### config.mk
export PLATFORM = sky130hd
export DESIGN_NAME = iter_recurrence
export DESIGN_NICKNAME = d
export VERILOG_FILES = /design/src/rtl/iter_recurrence.sv
export SDC_FILE = /design/constraint.sdc
export NUM_CORES = 1
export LEC_CHECK = 0
export ABC_CLOCK_PERIOD_IN_PS = 6300
export CAP_MARGIN = 20
export CORE_MARGIN = 3
export CORE_UTILIZATION = 60
export CTS_BUF_LIST = sky130_fd_sc_hd__clkbuf_4 sky130_fd_sc_hd__clkbuf_8 sky130_fd_sc_hd__clkbuf_16
export DETAILED_ROUTE_END_ITERATION = 8
export HOLD_SLACK_MARGIN = 0.03
export PLACE_DENSITY = 0.89
export SYNTH_ARGS = -nofsm -noshare
export SYNTH_HDL_FRONTEND = slang
export SYNTH_SLANG_ARGS = --single-unit
### constraint.sdc
create_clock -name clk -period 6.3 [get_ports clk]
set_input_delay 0.63 -clock clk [delete_from_list [all_inputs] [get_ports clk]]
set_output_delay 0.63 -clock clk [all_outputs]
set_load 0.02 [all_outputs]
### src/rtl/iter_recurrence.sv
// Iterative recurrence engine: y <- f(y, x, cnt) over a programmable number of accepted
// samples, with start/busy/done handshake, selectable update function and sticky overflow.
module iter_recurrence #(
   parameter int unsigned W     = 32,
   parameter int unsigned CNT_W = 8,
   parameter int unsigned SHIFT = 1
) (
   input  logic             clk,
   input  logic             rst,
   input  logic             start,
   input  logic [CNT_W-1:0] n_iter,
   input  logic [1:0]       mode,
   input  logic [W-1:0]     init,
   input  logic             x_valid,
   input  logic [W-1:0]     x,
   output logic             x_ready,
   output logic             busy,
   output logic             done,
   output logic [W-1:0]     y,
   output logic             ovf
);

   localparam int unsigned FW = W + SHIFT + 1;

   typedef enum logic [1:0] {StIdle, StRun, StDone} state_e;

   state_e           state_q, state_d;
   logic [W-1:0]     y_q, y_d;
   logic [CNT_W-1:0] cnt_q, cnt_d;
   logic [CNT_W-1:0] n_iter_q, n_iter_d;
   logic [1:0]       mode_q, mode_d;
   logic             ovf_q, ovf_d;

   logic [FW-1:0] y_ext, x_ext, full;
   logic          over;
   logic [W-1:0]  f_val;
   logic          first_bonus;

   assign y_ext       = FW'(y_q);
   assign x_ext       = FW'(x);
   assign first_bonus = (cnt_q == CNT_W'(1));

   // Full-width update; bits above W reveal overflow. Mode 3 can never overflow.
   always_comb begin
      full = '0;
      unique case (mode_q)
         2'd0:    full = (y_ext << SHIFT) + x_ext + {{(FW-1){1'b0}}, first_bonus};
         2'd1:    full = y_ext + x_ext;
         2'd2:    full = y_ext + x_ext;
         default: full = y_ext;
      endcase
   end

   assign over  = |full[FW-1:W];
   assign f_val = (mode_q == 2'd2 && over) ? {W{1'b1}} : full[W-1:0];

   always_comb begin
      state_d  = state_q;
      y_d      = y_q;
      cnt_d    = cnt_q;
      n_iter_d = n_iter_q;
      mode_d   = mode_q;
      ovf_d    = ovf_q;
      unique case (state_q)
         StIdle: begin
            if (start) begin
               y_d      = init;
               cnt_d    = '0;
               ovf_d    = 1'b0;
               n_iter_d = n_iter;
               mode_d   = mode;
               state_d  = (n_iter == '0) ? StDone : StRun;
            end
         end
         StRun: begin
            if (x_valid) begin
               y_d   = f_val;
               cnt_d = cnt_q + CNT_W'(1);
               ovf_d = ovf_q | over;
               if (cnt_q == n_iter_q - CNT_W'(1)) begin
                  state_d = StDone;
               end
            end
         end
         StDone:  state_d = StIdle;
         default: state_d = StIdle;
      endcase
   end

   always_ff @(posedge clk or negedge rst) begin
      if (!rst) begin
         state_q  <= StIdle;
         y_q      <= '0;
         cnt_q    <= '0;
         n_iter_q <= '0;
         mode_q   <= '0;
         ovf_q    <= 1'b0;
      end else begin
         state_q  <= state_d;
         y_q      <= y_d;
         cnt_q    <= cnt_d;
         n_iter_q <= n_iter_d;
         mode_q   <= mode_d;
         ovf_q    <= ovf_d;
      end
   end

   assign x_ready = (state_q == StRun);
   assign busy    = (state_q == StRun);
   assign done    = (state_q == StDone);
   assign y       = y_q;
   assign ovf     = ovf_q;

endmodule
# Word level (Yosys, flattened, before mapping)
# Cells that the tools add are included.
[word_totals]
regBits = 53
input_bits = 78
out_inout_bits = 36
elab_cells = 49
[classes]
addsub = 5
eq_ne = 10
muxes = 16
bitwise_logic = 1
reduce_logical = 11
[ops]
columns = ["op", "count"]
rows = [
  ["$mux W32", 3],
  ["$pmux W34 S2", 1],
  ["$pmux W32 S2", 1],
  ["$add A33 B32 Y34", 1],
  ["$add A34 B1 Y34", 1],
  ["$add A32 B32 Y33", 1],
  ["$mux W8", 2],
  ["$pmux W8 S2", 1],
  ["$add A8 B1 Y8 const B", 1],
  ["$eq A8 B1 Y1 const B", 1],
  ["$eq A8 B8 Y1", 1],
  ["$logic_not A8 Y1", 1],
  ["$mux W2", 4],
  ["$sub A8 B1 Y8 const B", 1],
  ["$reduce_and A3 Y1", 2],
  ["$eq A2 B1 Y1 const B", 2],
  ["$eq A2 B2 Y1 const B", 2],
  ["$logic_not A2 Y1", 2],
  ["$ne A2 B2 Y1 const B", 2],
  ["$ne A4 B2 Y1 const B", 1],
  ["$pmux W2 S2", 1],
  ["$reduce_and A4 Y1", 1],
  ["$reduce_or A2 Y1", 2],
  ["$mux W1", 2],
  ["6 further kinds", 6],
]

# Longest topological paths before layout
[depth]
word_depth = 8
depth_mapped = 18
depth_no_buf = 16

# Worst setup path after synthesis
# OpenSTA, ideal clock, no wires.
[synth_path]
path_type = "register to register"
start = "reg cnt_q[1]"
end = "reg y_q[29], in the netlist y[29]"
setup_ns = 0.126
t_arrival_ns = 3.985
t_required_ns = 6.174
setup_slack_ns = 2.189
path_stages_with_launch = 18
path_buffers = 1
period_less_slack_ns = 4.111
cell_sequence = "dfrtp_1 inv_1 ha_1 or4b_2 nor4_1 ha_1 inv_1 fa_1 nand2b_1 a21o_1 a2111oi_4 a31oi_2 o21ai_2 mux2i_1 o311a_1 buf_6 o21bai_1 a221o_1"
[synth_via]
elab_chain_len = 8
elab_cells_between_ends = 10
classes_between = "add/sub: 1; eq/ne: 2; mux: 4; reduce/logical: 3"
[synth_rtl]
columns = ["element", "line_no", "rtl"]
rows = [
  ["start, declared", "29", "logic [CNT_W-1:0] cnt_q, cnt_d;"],
  ["start signal, assigned", "101", "cnt_q <= cnt_d;"],
  ["$eq A8 B1 Y1 (*)", "41", "assign first_bonus = (cnt_q == CNT_W'(1));"],
  ["$add A34 B1 Y34 (*)", "47", "2'd0: full = (y_ext << SHIFT) + x_ext + {{(FW-1){1'b0}}, first_bonus};"],
  ["$pmux W34 S2 (*)", "46", "unique case (mode_q)"],
  ["$reduce_or A2 Y1", "54", "assign over = |full[FW-1:W];"],
  ["$logic_and A1 B1 Y1", "55", "assign f_val = (mode_q == 2'd2 && over) ? {W{1'b1}} : full[W-1:0];"],
  ["$mux W32", "55", ""],
  ["$mux W32", "76", "if (x_valid) begin"],
  ["$pmux W32 S2", "64", "unique case (state_q)"],
  ["end signal, assigned", "100", "y_q <= y_d;"],
  ["end, declared", "28", "logic [W-1:0] y_q, y_d;"],
]
# Every way passes the cells marked *; elsewhere a longest branch is shown, timed or not. The select of a mux whose other input is x is not followed.
# A chain may end at the register's enable or synchronous reset.

# Worst setup path in the final report
[layout_path]
start = "reg cnt_q[1]"
end = "reg y_q[16], in the netlist y[16]"
# The elaborated chain is that of the path after synthesis.

==> results.json <==
{
  "status": "finished clean",
  "final_max_slew_viol_count": 0,
  "diodes": 0,
  "synth_top_cells_by_count": "a21oi_1, nand2_1, ha_1, o21ai_0, nor2_1",
  "start_kind": "register",
  "cts.repair.resized": 0,
  "synth-main-ff-cell": "dfrtp_1",
  "placementRows": 37,
  "period_share": 0.843,
  "hold_path.class": "in -> async",
  "grt_first_pass_wirelength_microns": 37800,
  "wl_per_cell_microns": 21.8,
  "synth_top_area_cell": "dfrtp_1",
  "synth_most_common_cell": "a21oi_1",
  "worst_slew_pin_slew_ns": 0.877,
  "dieArea_sq_um": 12400,
  "routed_wl_microns": 23600,
  "grt_pass1_vias": 7376,
  "fin_setup_tns_ns": 0,
  "synth-seq-area-share": 0.199,
  "grtUsageTotal": 0.368,
  "synth_edf_count": 0,
  "die_w_microns": 111,
  "grt_overflow": 0,
  "core_sq_um": 10600,
  "numCtsBuffers": 5,
  "root_buffer": "clkbuf_8",
  "start_util": 0.632,
  "place.gp.congestion": 1.02,
  "critical_path_peak_fanout": 17,
  "slowest_delay_ns": 0.64,
  "timing_worst_setup_path_type": "reg -> reg",
  "yosysWarningCount": 0,
  "synth_top_area_share": 0.199,
  "ys_seq_elements": 53,
  "slowest_stage": "o311a_1",
  "rr_startpoint": "cnt_q[1]$_DFFE_PN0P_",
  "nFillCells": 817,
  "fmax_mhz": 188,
  "utilization": 0.755,
  "endpoint_kind": "register",
  "async_flop_share": 1.00,
  "drv_cap": 0,
  "synthTopCellsByArea": "dfrtp_1, ha_1, a21oi_1, xnor2_1, o21ai_0",
  "clock_latency_ns": 0.34,
  "rr_endpoint": "y[16]$_DFFE_PN0P_",
  "htreeDepth": 2,
  "worstPathCellList": "inv_1, ha_1, or4b_2, nor4_1, ha_1, inv_1, fa_1, nand2b_1, a21o_1, a2111oi_4, a31oi_2, o21ai_2, mux2i_1, o311a_1, buf_4, o21bai_1, o221a_2",
  "cts_setup_buffers": 0,
  "p_leak_nw": 3.34,
  "whs_ns": 0.416,
  "layout-drive-gt1-share": 0.0518,
  "antenna_found_initial": 0,
  "vias": 7520,
  "finalHoldViolCount": 0,
  "rrSetupSlack_ns": 0.99,
  "synth.cell_area_sq_um": 6670,
  "first_pass_iters": 5,
  "required_ns": 6.58,
  "floorplan.die.height_microns": 111,
  "grt_max_degree": 54,
  "drc": 0,
  "cts_tree": "yes",
  "routed_via_density": 6.95,
  "power_density_nw_per_um2": 592,
  "netlist_instances": 856,
  "cts_num_sinks": 53,
  "dp_hpwl_microns": 18100,
  "postSynthNetCount": 1006,
  "setup_viol": 0,
  "relSlewSlack": 0.413,
  "area_delta_synth_final_pct": 19.4,
  "synth_cell_type_count": 77,
  "rsz0062_at_grt": "no",
  "holdBufCountCts": 0,
  "cp.arrival_ns": 5.59,
  "clk_pin_slew_ns": 0.12,
  "worstRegToRegCells": 17,
  "clock_skew_ns": 0.0119,
  "ir_drop_mv": 0.363,
  "num-nets-final": 1095,
  "synth.avg_cell_area_sq_um": 7.79,
  "ant_nets": 0,
  "num_io_pins": 114,
  "cts_max_path_buffers": 2,
  "fin_crit_ns": 5.31,
  "drtIter0Drc": 755,
  "portBuffers": 113
}
[logic make-up after synthesis]
family,Yosys count,share of synthesized area
xor+xnor,67,0.0880
buf+inv,69,0.0424
compound gates,329,0.332
fa+ha+maj,72,0.137
simple gates,256,0.185
flops,53,0.199
mux,10,0.0161
[where the power goes]
group	switching [mW]	internal, mW	leakage [nW]
clock network	0.150	0.0840	0.0506
logic	2.26	1.51	2.63
registers	0.209	0.503	0.654
[worst max-delay path: cells and delay by family (launching register included)]
family | cells | cell delay (ns)
compound gates | 7 | 2.08
simple gates | 3 | 1.10
fa+ha+maj | 3 | 0.78
buf+inv | 3 | 0.53
flops | 1 | 0.47
mux | 1 | 0.29
[placed cells by master, fill, tap and decap left out, types with 4 or more instances in the layout]
cell type,instances
ha_1,70
a211oi_1,12
o22ai_1,12
buf_4,10
nor4_1,7
o21a_1,12
o31ai_1,5
nand4_1,12
and3_1,13
a21o_1,19
clkbuf_8,5
nor2_1,56
a22oi_1,12
nand3_1,22
o2111ai_1,5
dfrtp_1,53
o21bai_1,11
mux2_2,6
and2_1,9
clkdlybuf4s50_1,112
nor3_1,22
or3_1,12
a221oi_1,4
a221oi_2,4
xor2_1,30
mux2i_1,4
o21ai_0,63
nand2b_1,13
o21ai_1,15
a21oi_1,83
a211o_1,5
inv_1,27
o211ai_1,8
xnor2_1,37
a31oi_1,14
o2bb2ai_1,4
nand2_1,74
nor2b_1,7
[metal layers]
metal / share of wire / GRT usage
met5: 0 / 0
met4: 0.033 / 0.116
met3: 0.10 / 0.0668
met2: 0.46 / 0.595
met1: 0.40 / 0.502
[how the worst max path moves through the flow]
| stage | endpoint | slack [ns] | cells past startpoint | from |
|---|---|---|---|---|
| 2_1_floorplan | y[29]$_DFFE_PN0P_ | 2.19 | 17 | cnt_q[1]$_DFFE_PN0P_ |
| 3_3_place_gp | y[16]$_DFFE_PN0P_ | 1.46 | 17 | cnt_q[1]$_DFFE_PN0P_ |
| 3_5_place_dp | y[16]$_DFFE_PN0P_ | 1.18 | 17 | cnt_q[1]$_DFFE_PN0P_ |
| 4_1_cts | y[16]$_DFFE_PN0P_ | 1.14 | 17 | cnt_q[1]$_DFFE_PN0P_ |
| 5_1_grt | y[16]$_DFFE_PN0P_ | 0.85 | 17 | cnt_q[1]$_DFFE_PN0P_ |
| 6_report | y[16]$_DFFE_PN0P_ | 0.99 | 17 | cnt_q[1]$_DFFE_PN0P_ |
[area by class of cell]
type | instances | area [sq um] | share of cell area
clock buffers | 5 | 68.8 | 0.00864
clock inverters | 3 | 28.8 | 0.00361
inverters | 28 | 105 | 0.0132
multi-input cells | 734 | 5070 | 0.636
flip-flops and latches | 53 | 1330 | 0.166
well taps | 136 | 170 | 0.0214
repair buffers | 123 | 1200 | 0.151
[sequential cells by signal, summed over array words and instances (netlist names)]
register and cells:
cnt_q 8, y 32, n_iter_q 8, ovf 1, mode_q 2, state_q 2
[per-stage QoR]
| step | std cells | cell area, sq um | setup WS, ns | total power, mW |
|---|---|---|---|---|
| floorplan | 856 | 6670 | 2.19 | 3.29 |
| global placement | 1074 | 7870 | 1.46 | 4.24 |
| detailed placement | 1074 | 7870 | 1.18 | 4.35 |
| CTS | 1082 | 7970 | 1.14 | 4.61 |
| global route | 1082 | 7970 | 0.848 | 5.06 |
| finish | 1082 | 7970 | 0.988 | 4.72 |
Note: power is estimated with default switching activity, not from simulation.
